`config.mk`:
```
export PLATFORM = sky130hd
export DESIGN_NAME = inst_fetch
export DESIGN_NICKNAME = d
export VERILOG_FILES = /design/src/rtl/inst_fetch.sv
export SDC_FILE = /design/constraint.sdc
export NUM_CORES = 1
export LEC_CHECK = 0
export CORE_MARGIN = 2
export CORE_UTILIZATION = 42
export DETAILED_ROUTE_END_ITERATION = 8
export PLACE_DENSITY = 0.77
export SLEW_MARGIN = 5
export SYNTH_ARGS = -nofsm -noshare
export SYNTH_HDL_FRONTEND = slang
export SYNTH_SLANG_ARGS = --single-unit
```
`constraint.sdc`:
```
create_clock -name clk -period 1.9 [get_ports clk]
set_clock_uncertainty 0.15 [all_clocks]
set_input_delay 0.475 -clock clk [delete_from_list [all_inputs] [get_ports clk]]
set_output_delay 0.475 -clock clk [all_outputs]
set_load 0.005 [all_outputs]
```
`src/rtl/inst_fetch.sv`:
```
// Instruction fetch stage: owns the PC, issues one instruction-memory read at a time and
// parks each returned word with its PC in an IF/ID slot under a valid/ready handshake.
// Redirects flush the slot and can kill a read that is already in flight.
// Optional build macro PC_ALIGN_CHECK_EN: a misaligned redirect target parks a NOP with
// inst_addr_err set and stops fetching until the next redirect. Without it, redirect
// targets are silently word-aligned and inst_addr_err is tied low.
module inst_fetch #(
  parameter logic [31:0] RESET_PC = 32'h0000_0000
) (
  input  logic        clk,
  input  logic        rst_n,
  output logic        imem_req,
  output logic [31:0] imem_addr,
  input  logic        imem_gnt,
  input  logic        imem_rvalid,
  input  logic [31:0] imem_rdata,
  input  logic        redirect_valid,
  input  logic [31:0] redirect_pc,
  input  logic        inst_ready,
  output logic        inst_valid,
  output logic [31:0] inst_31_0,
  output logic [31:0] inst_pc,
  output logic        inst_addr_err
);

`ifdef PC_ALIGN_CHECK_EN
  typedef enum logic [1:0] {StIdle, StReq, StRsp, StErr} state_e;
`else
  typedef enum logic [1:0] {StIdle, StReq, StRsp} state_e;
`endif

  state_e      state_q, state_d;
  logic [31:0] pc_q, pc_d;
  logic [31:0] fetch_pc_q, fetch_pc_d;
  logic        kill_q, kill_d;
  logic        valid_q, valid_d;
  logic [31:0] data_q, data_d;
  logic [31:0] ipc_q, ipc_d;
  logic        slot_free;
  logic        rsp_pending;
  logic [31:0] redir_pc;

`ifdef PC_ALIGN_CHECK_EN
  logic        err_q, err_d;
  logic        misaligned;
  assign misaligned = (redirect_pc[1:0] != 2'b00);
`else
  logic        unused_redir_lsb;
  assign unused_redir_lsb = ^redirect_pc[1:0];
`endif

  // A new read may only be issued when the slot is empty or emptying this cycle,
  // so a returning word always has somewhere to land.
  assign slot_free = !valid_q || inst_ready;
  assign imem_req  = (state_q == StReq) && slot_free;
  assign imem_addr = pc_q;
  assign redir_pc  = {redirect_pc[31:2], 2'b00};

  // A read will still be outstanding after this cycle; a redirect must then wait it out
  // in StRsp with kill set, so that only one read is ever in flight.
`ifdef PC_ALIGN_CHECK_EN
  assign rsp_pending = ((state_q == StRsp) && !imem_rvalid) || (imem_req && imem_gnt) ||
                       ((state_q == StErr) && kill_q && !imem_rvalid);
`else
  assign rsp_pending = ((state_q == StRsp) && !imem_rvalid) || (imem_req && imem_gnt);
`endif

  // Next-state logic for the FSM, PC and output slot; redirect overrides everything.
  always_comb begin
    state_d    = state_q;
    pc_d       = pc_q;
    fetch_pc_d = fetch_pc_q;
    kill_d     = kill_q;
    valid_d    = valid_q;
    data_d     = data_q;
    ipc_d      = ipc_q;
`ifdef PC_ALIGN_CHECK_EN
    err_d      = err_q;
`endif

    if (valid_q && inst_ready) begin
      valid_d = 1'b0;
`ifdef PC_ALIGN_CHECK_EN
      err_d   = 1'b0;
`endif
    end

    case (state_q)
      StIdle: state_d = StReq;
      StReq: begin
        if (imem_req && imem_gnt) begin
          pc_d       = pc_q + 32'd4;
          fetch_pc_d = pc_q;
          state_d    = StRsp;
        end
      end
      StRsp: begin
        if (imem_rvalid) begin
          if (!kill_q) begin
            valid_d = 1'b1;
            data_d  = imem_rdata;
            ipc_d   = fetch_pc_q;
`ifdef PC_ALIGN_CHECK_EN
            err_d   = 1'b0;
`endif
          end
          kill_d  = 1'b0;
          state_d = StReq;
        end
      end
`ifdef PC_ALIGN_CHECK_EN
      // Parked on a bad target; only swallow a killed response still in flight.
      StErr: begin
        if (imem_rvalid) kill_d = 1'b0;
      end
`endif
      default: state_d = StIdle;
    endcase

    if (redirect_valid) begin
      pc_d    = redir_pc;
      valid_d = 1'b0;
      kill_d  = rsp_pending;
      state_d = rsp_pending ? StRsp : StReq;
`ifdef PC_ALIGN_CHECK_EN
      err_d   = 1'b0;
      if (misaligned) begin
        state_d = StErr;
        valid_d = 1'b1;
        data_d  = 32'h0;
        ipc_d   = redirect_pc;
        err_d   = 1'b1;
      end
`endif
    end
  end

  // State registers with synchronous active-low reset.
  always_ff @(posedge clk) begin
    if (!rst_n) begin
      state_q    <= StIdle;
      pc_q       <= RESET_PC;
      fetch_pc_q <= 32'h0;
      kill_q     <= 1'b0;
      valid_q    <= 1'b0;
      data_q     <= 32'h0;
      ipc_q      <= 32'h0;
`ifdef PC_ALIGN_CHECK_EN
      err_q      <= 1'b0;
`endif
    end else begin
      state_q    <= state_d;
      pc_q       <= pc_d;
      fetch_pc_q <= fetch_pc_d;
      kill_q     <= kill_d;
      valid_q    <= valid_d;
      data_q     <= data_d;
      ipc_q      <= ipc_d;
`ifdef PC_ALIGN_CHECK_EN
      err_q      <= err_d;
`endif
    end
  end

  assign inst_valid = valid_q;
  assign inst_31_0  = data_q;
  assign inst_pc    = ipc_q;
`ifdef PC_ALIGN_CHECK_EN
  assign inst_addr_err = err_q;
`else
  assign inst_addr_err = 1'b0;
`endif

endmodule

```
==> out/metrics.yaml <==
status: "completed"
overflow: 0
synthAdderAreaFrac_pct: 0.240
critPathBufInv: 1
powerDensity_nw_per_um2: 819
antenna_cells: 0
grt_pass1_vias: 4988
synth_mux_area_share_pct: 0.192
antenna_found_initial: 0
die_y_um: 115
slew_violations: 0
seq_area_frac_synth_pct: 48.4
cts_buffer_depth: 2
period_needed_ns: 1.88
core_um2: 12100
port_buffers: 161
yosys_warnings: 0
firstDrtPassIters: 4
grt_max_degree: 43
die-area_um2: 13300
leakage_uw: 0.00365
grt_usage_pct: 22.3
syn_inst: 627
cp_slowest_cell: "clkdlybuf4s50_1"
htreeDepth: 4
drive_gt1_share_pct: 14.3
synth-xor-area-share_pct: 4.53
ir_drop_mv: 0.524
drcViolationCount: 0
clkLatencyLatePin_ns: 0.41
post-route-period-util_pct: 98.9
postSynthAreaPerCell_um2: 8.32
setup_viol: 0
max_freq_mhz: 532
cts_tree: "done"
area_growth_pct: 53.1
rsz0062_at_grt: "no"
place.gp.congestion: 0.876
top_level_ports: 169
p_total_uw: 6540
cts.sinks: 126
dpl_worst_slack_ns: -0.376
syn_area_um2: 5220
yosys.area_share.simple_pct: 22.8
synth_compound_area_share_pct: 19.8
rows: 40
fin_nets: 882
cp-end-kind: "output port"
arrival_ns: 1.25
cts_root_buf: "clkbuf_16"
worstSetupStartpointType: "flip-flop"
criticalPathCategory: "reg2out"
path_cells: "clkdlybuf4s50_1"
finalWorstSetupSlack_ns: 0.0217
synth_seq_cells: 126
required_ns: 1.27
yosysUniqueCellTypes: 36
numCtsBuffers: 17
wl_um: 14600
die_x_um: 115
dp.cells: 959
max_stage_delay_ns: 0.51
finalInstanceArea_um2: 7990
drtIter0Drc: 219
ant_nets: 0
hold_class: "reg2reg"
synth_top_family_by_area: "simple AND/OR/NAND/NOR gates"
dp_hpwl_um: 10300
crit_family: "buffers and inverters"
drt-vias-per-instance: 5.01
max_cap_viol_count: 0
start_util_pct: 43.2
vias: 4969
finalHoldViolCount: 0
fin_cells: 992
cts.reportedPaths.clkPinSlew_ns: 0.05
wl_per_cell_um: 14.7
grt_pass1_wl_um: 23800
crit_path_max_fanout: 2
placed_area_um2: 7270
==> registers in the layout, summed over array words and instances (netlist names) <==
register and cells:
fetch_pc_q 30, imem_addr 30, inst_31_0 32, inst_pc 30, inst_valid 1, kill_q 1, state_q 2
==> cell usage in the layout (no fill, tap or decap), types with 5 or more instances in the layout <==
master,count
dlygate4sd2_1,34
dfxtp_2,14
xor2_1,22
conb_1,5
dlymetal6s2s_1,40
nand2_1,201
dfxtp_4,10
clkbuf_16,17
a21boi_0,92
nand4_1,16
buf_12,5
dfxtp_1,102
o21ai_0,30
nand3_1,12
xnor2_1,5
a21oi_1,24
and3_1,7
buf_4,41
clkdlybuf4s50_1,85
==> routing by layer <==
metal | global-route usage, % | routed length (um)
met5 | 0 | 0
met4 | 8.19 | 308
met3 | 4.71 | 908
met2 | 39.3 | 7340
met1 | 26.8 | 6070
==> path summary, 6_finish.rpt <==
| kind | endpoint | start | cells after the start | slack [ns] |
|---|---|---|---|---|
| max reg2reg | imem_addr[25] | imem_addr[4] | 6 | 0.12 |
| max | inst_31_0[8] | inst_31_0[8] | 1 | 0.02 |
| min | inst_31_0[13] | inst_31_0[13] | 2 | 0.31 |
| min reg2reg | inst_31_0[13] | inst_31_0[13] | 2 | 0.31 |
==> power by group <==
group	total, uW	leakage [uW]	internal, uW	switching, uW
sequential	2800	0.00104	2730	70.7
combinational	624	0.00234	347	277
clock	3120	0.000272	1930	1200
total	6540	0.00365	5000	1540
==> through the flow <==
step	util, %	hold WS [ns]	TNS (ns)
floorplan	-	0.291	0
global placement	60.2	0.295	-21.91
detailed placement	60.2	0.305	-26.43
CTS	65.1	0.312	0
global route	66.2	0.324	0
finish	66.2	0.309	0
==> synthesized netlist by cell type <==
| cell type | count | share of area [%] |
|---|---|---|
| nand4_1 | 16 | 1.9 |
| ha_1 | 1 | 0.24 |
| xnor2_1 | 5 | 0.84 |
| nand2_1 | 201 | 14 |
| nand3_2 | 1 | 0.19 |
| or2_2 | 1 | 0.12 |
| nand4_2 | 1 | 0.24 |
| o21ai_0 | 30 | 2.9 |
| nor2_2 | 1 | 0.12 |
| nand3b_1 | 1 | 0.14 |
| conb_1 | 1 | 0.072 |
| and3_2 | 1 | 0.14 |
| and2_1 | 2 | 0.24 |
| nor4_4 | 2 | 0.82 |
| and3_1 | 8 | 0.96 |
| buf_2 | 5 | 0.48 |
| and2_2 | 1 | 0.14 |
| xor2_1 | 22 | 3.7 |
| clkbuf_1 | 37 | 2.7 |
| or4b_1 | 1 | 0.19 |
| a21oi_1 | 24 | 2.3 |
| buf_4 | 5 | 0.72 |
| and4_1 | 1 | 0.17 |
| nor2_1 | 5 | 0.36 |
| a31oi_1 | 2 | 0.24 |
| nand3_1 | 13 | 1.2 |
| inv_1 | 2 | 0.14 |
| nor3_1 | 3 | 0.29 |
| a21boi_0 | 92 | 13 |
| o211a_1 | 4 | 0.77 |
| dfxtp_1 | 126 | 48 |
| o2bb2ai_1 | 2 | 0.34 |
| nor2b_1 | 3 | 0.36 |
| or3_1 | 2 | 0.24 |
| nand2b_1 | 4 | 0.48 |
| mux2i_1 | 1 | 0.19 |
==> cell families (layout without fill, tap and decap cells) <==
logic type / Yosys count / in the layout
buffers and inverters: 49 / 242
adders and majority gates: 1 / 1
AOI/OAI and AO/OA: 154 / 154
muxes: 1 / 1
xor gates and xnor gates: 27 / 27
and+or+nand+nor: 268 / 268
DFF: 126 / 126
other: 1 / 5
==> area by class of cell <==
cell class / count / area [um2]
Clock inverter: 14 / 145
Tap cell: 168 / 210
Timing Repair Buffer: 208 / 2080
Multi-Input combinational cell: 456 / 2530
Inverter: 2 / 7.51
Fill cell: 987 / 4080
Sequential cell: 126 / 2580
Clock buffer: 18 / 429
==> what timing repair did <==
| item | 4_1_cts | 5_1_grt |
|---|---|---|
| pin swaps | 1 | 6 |
| resized for setup | 70 | 50 |
| hold buffers | 0 | 0 |
| buffers inserted | 0 | 1 |
| endpoints found under the hold margin | 0 | 0 |
| setup endpoints to repair | 37 | 68 |
| gates cloned | 0 | 1 |
Power figures use the tool's default switching activity.
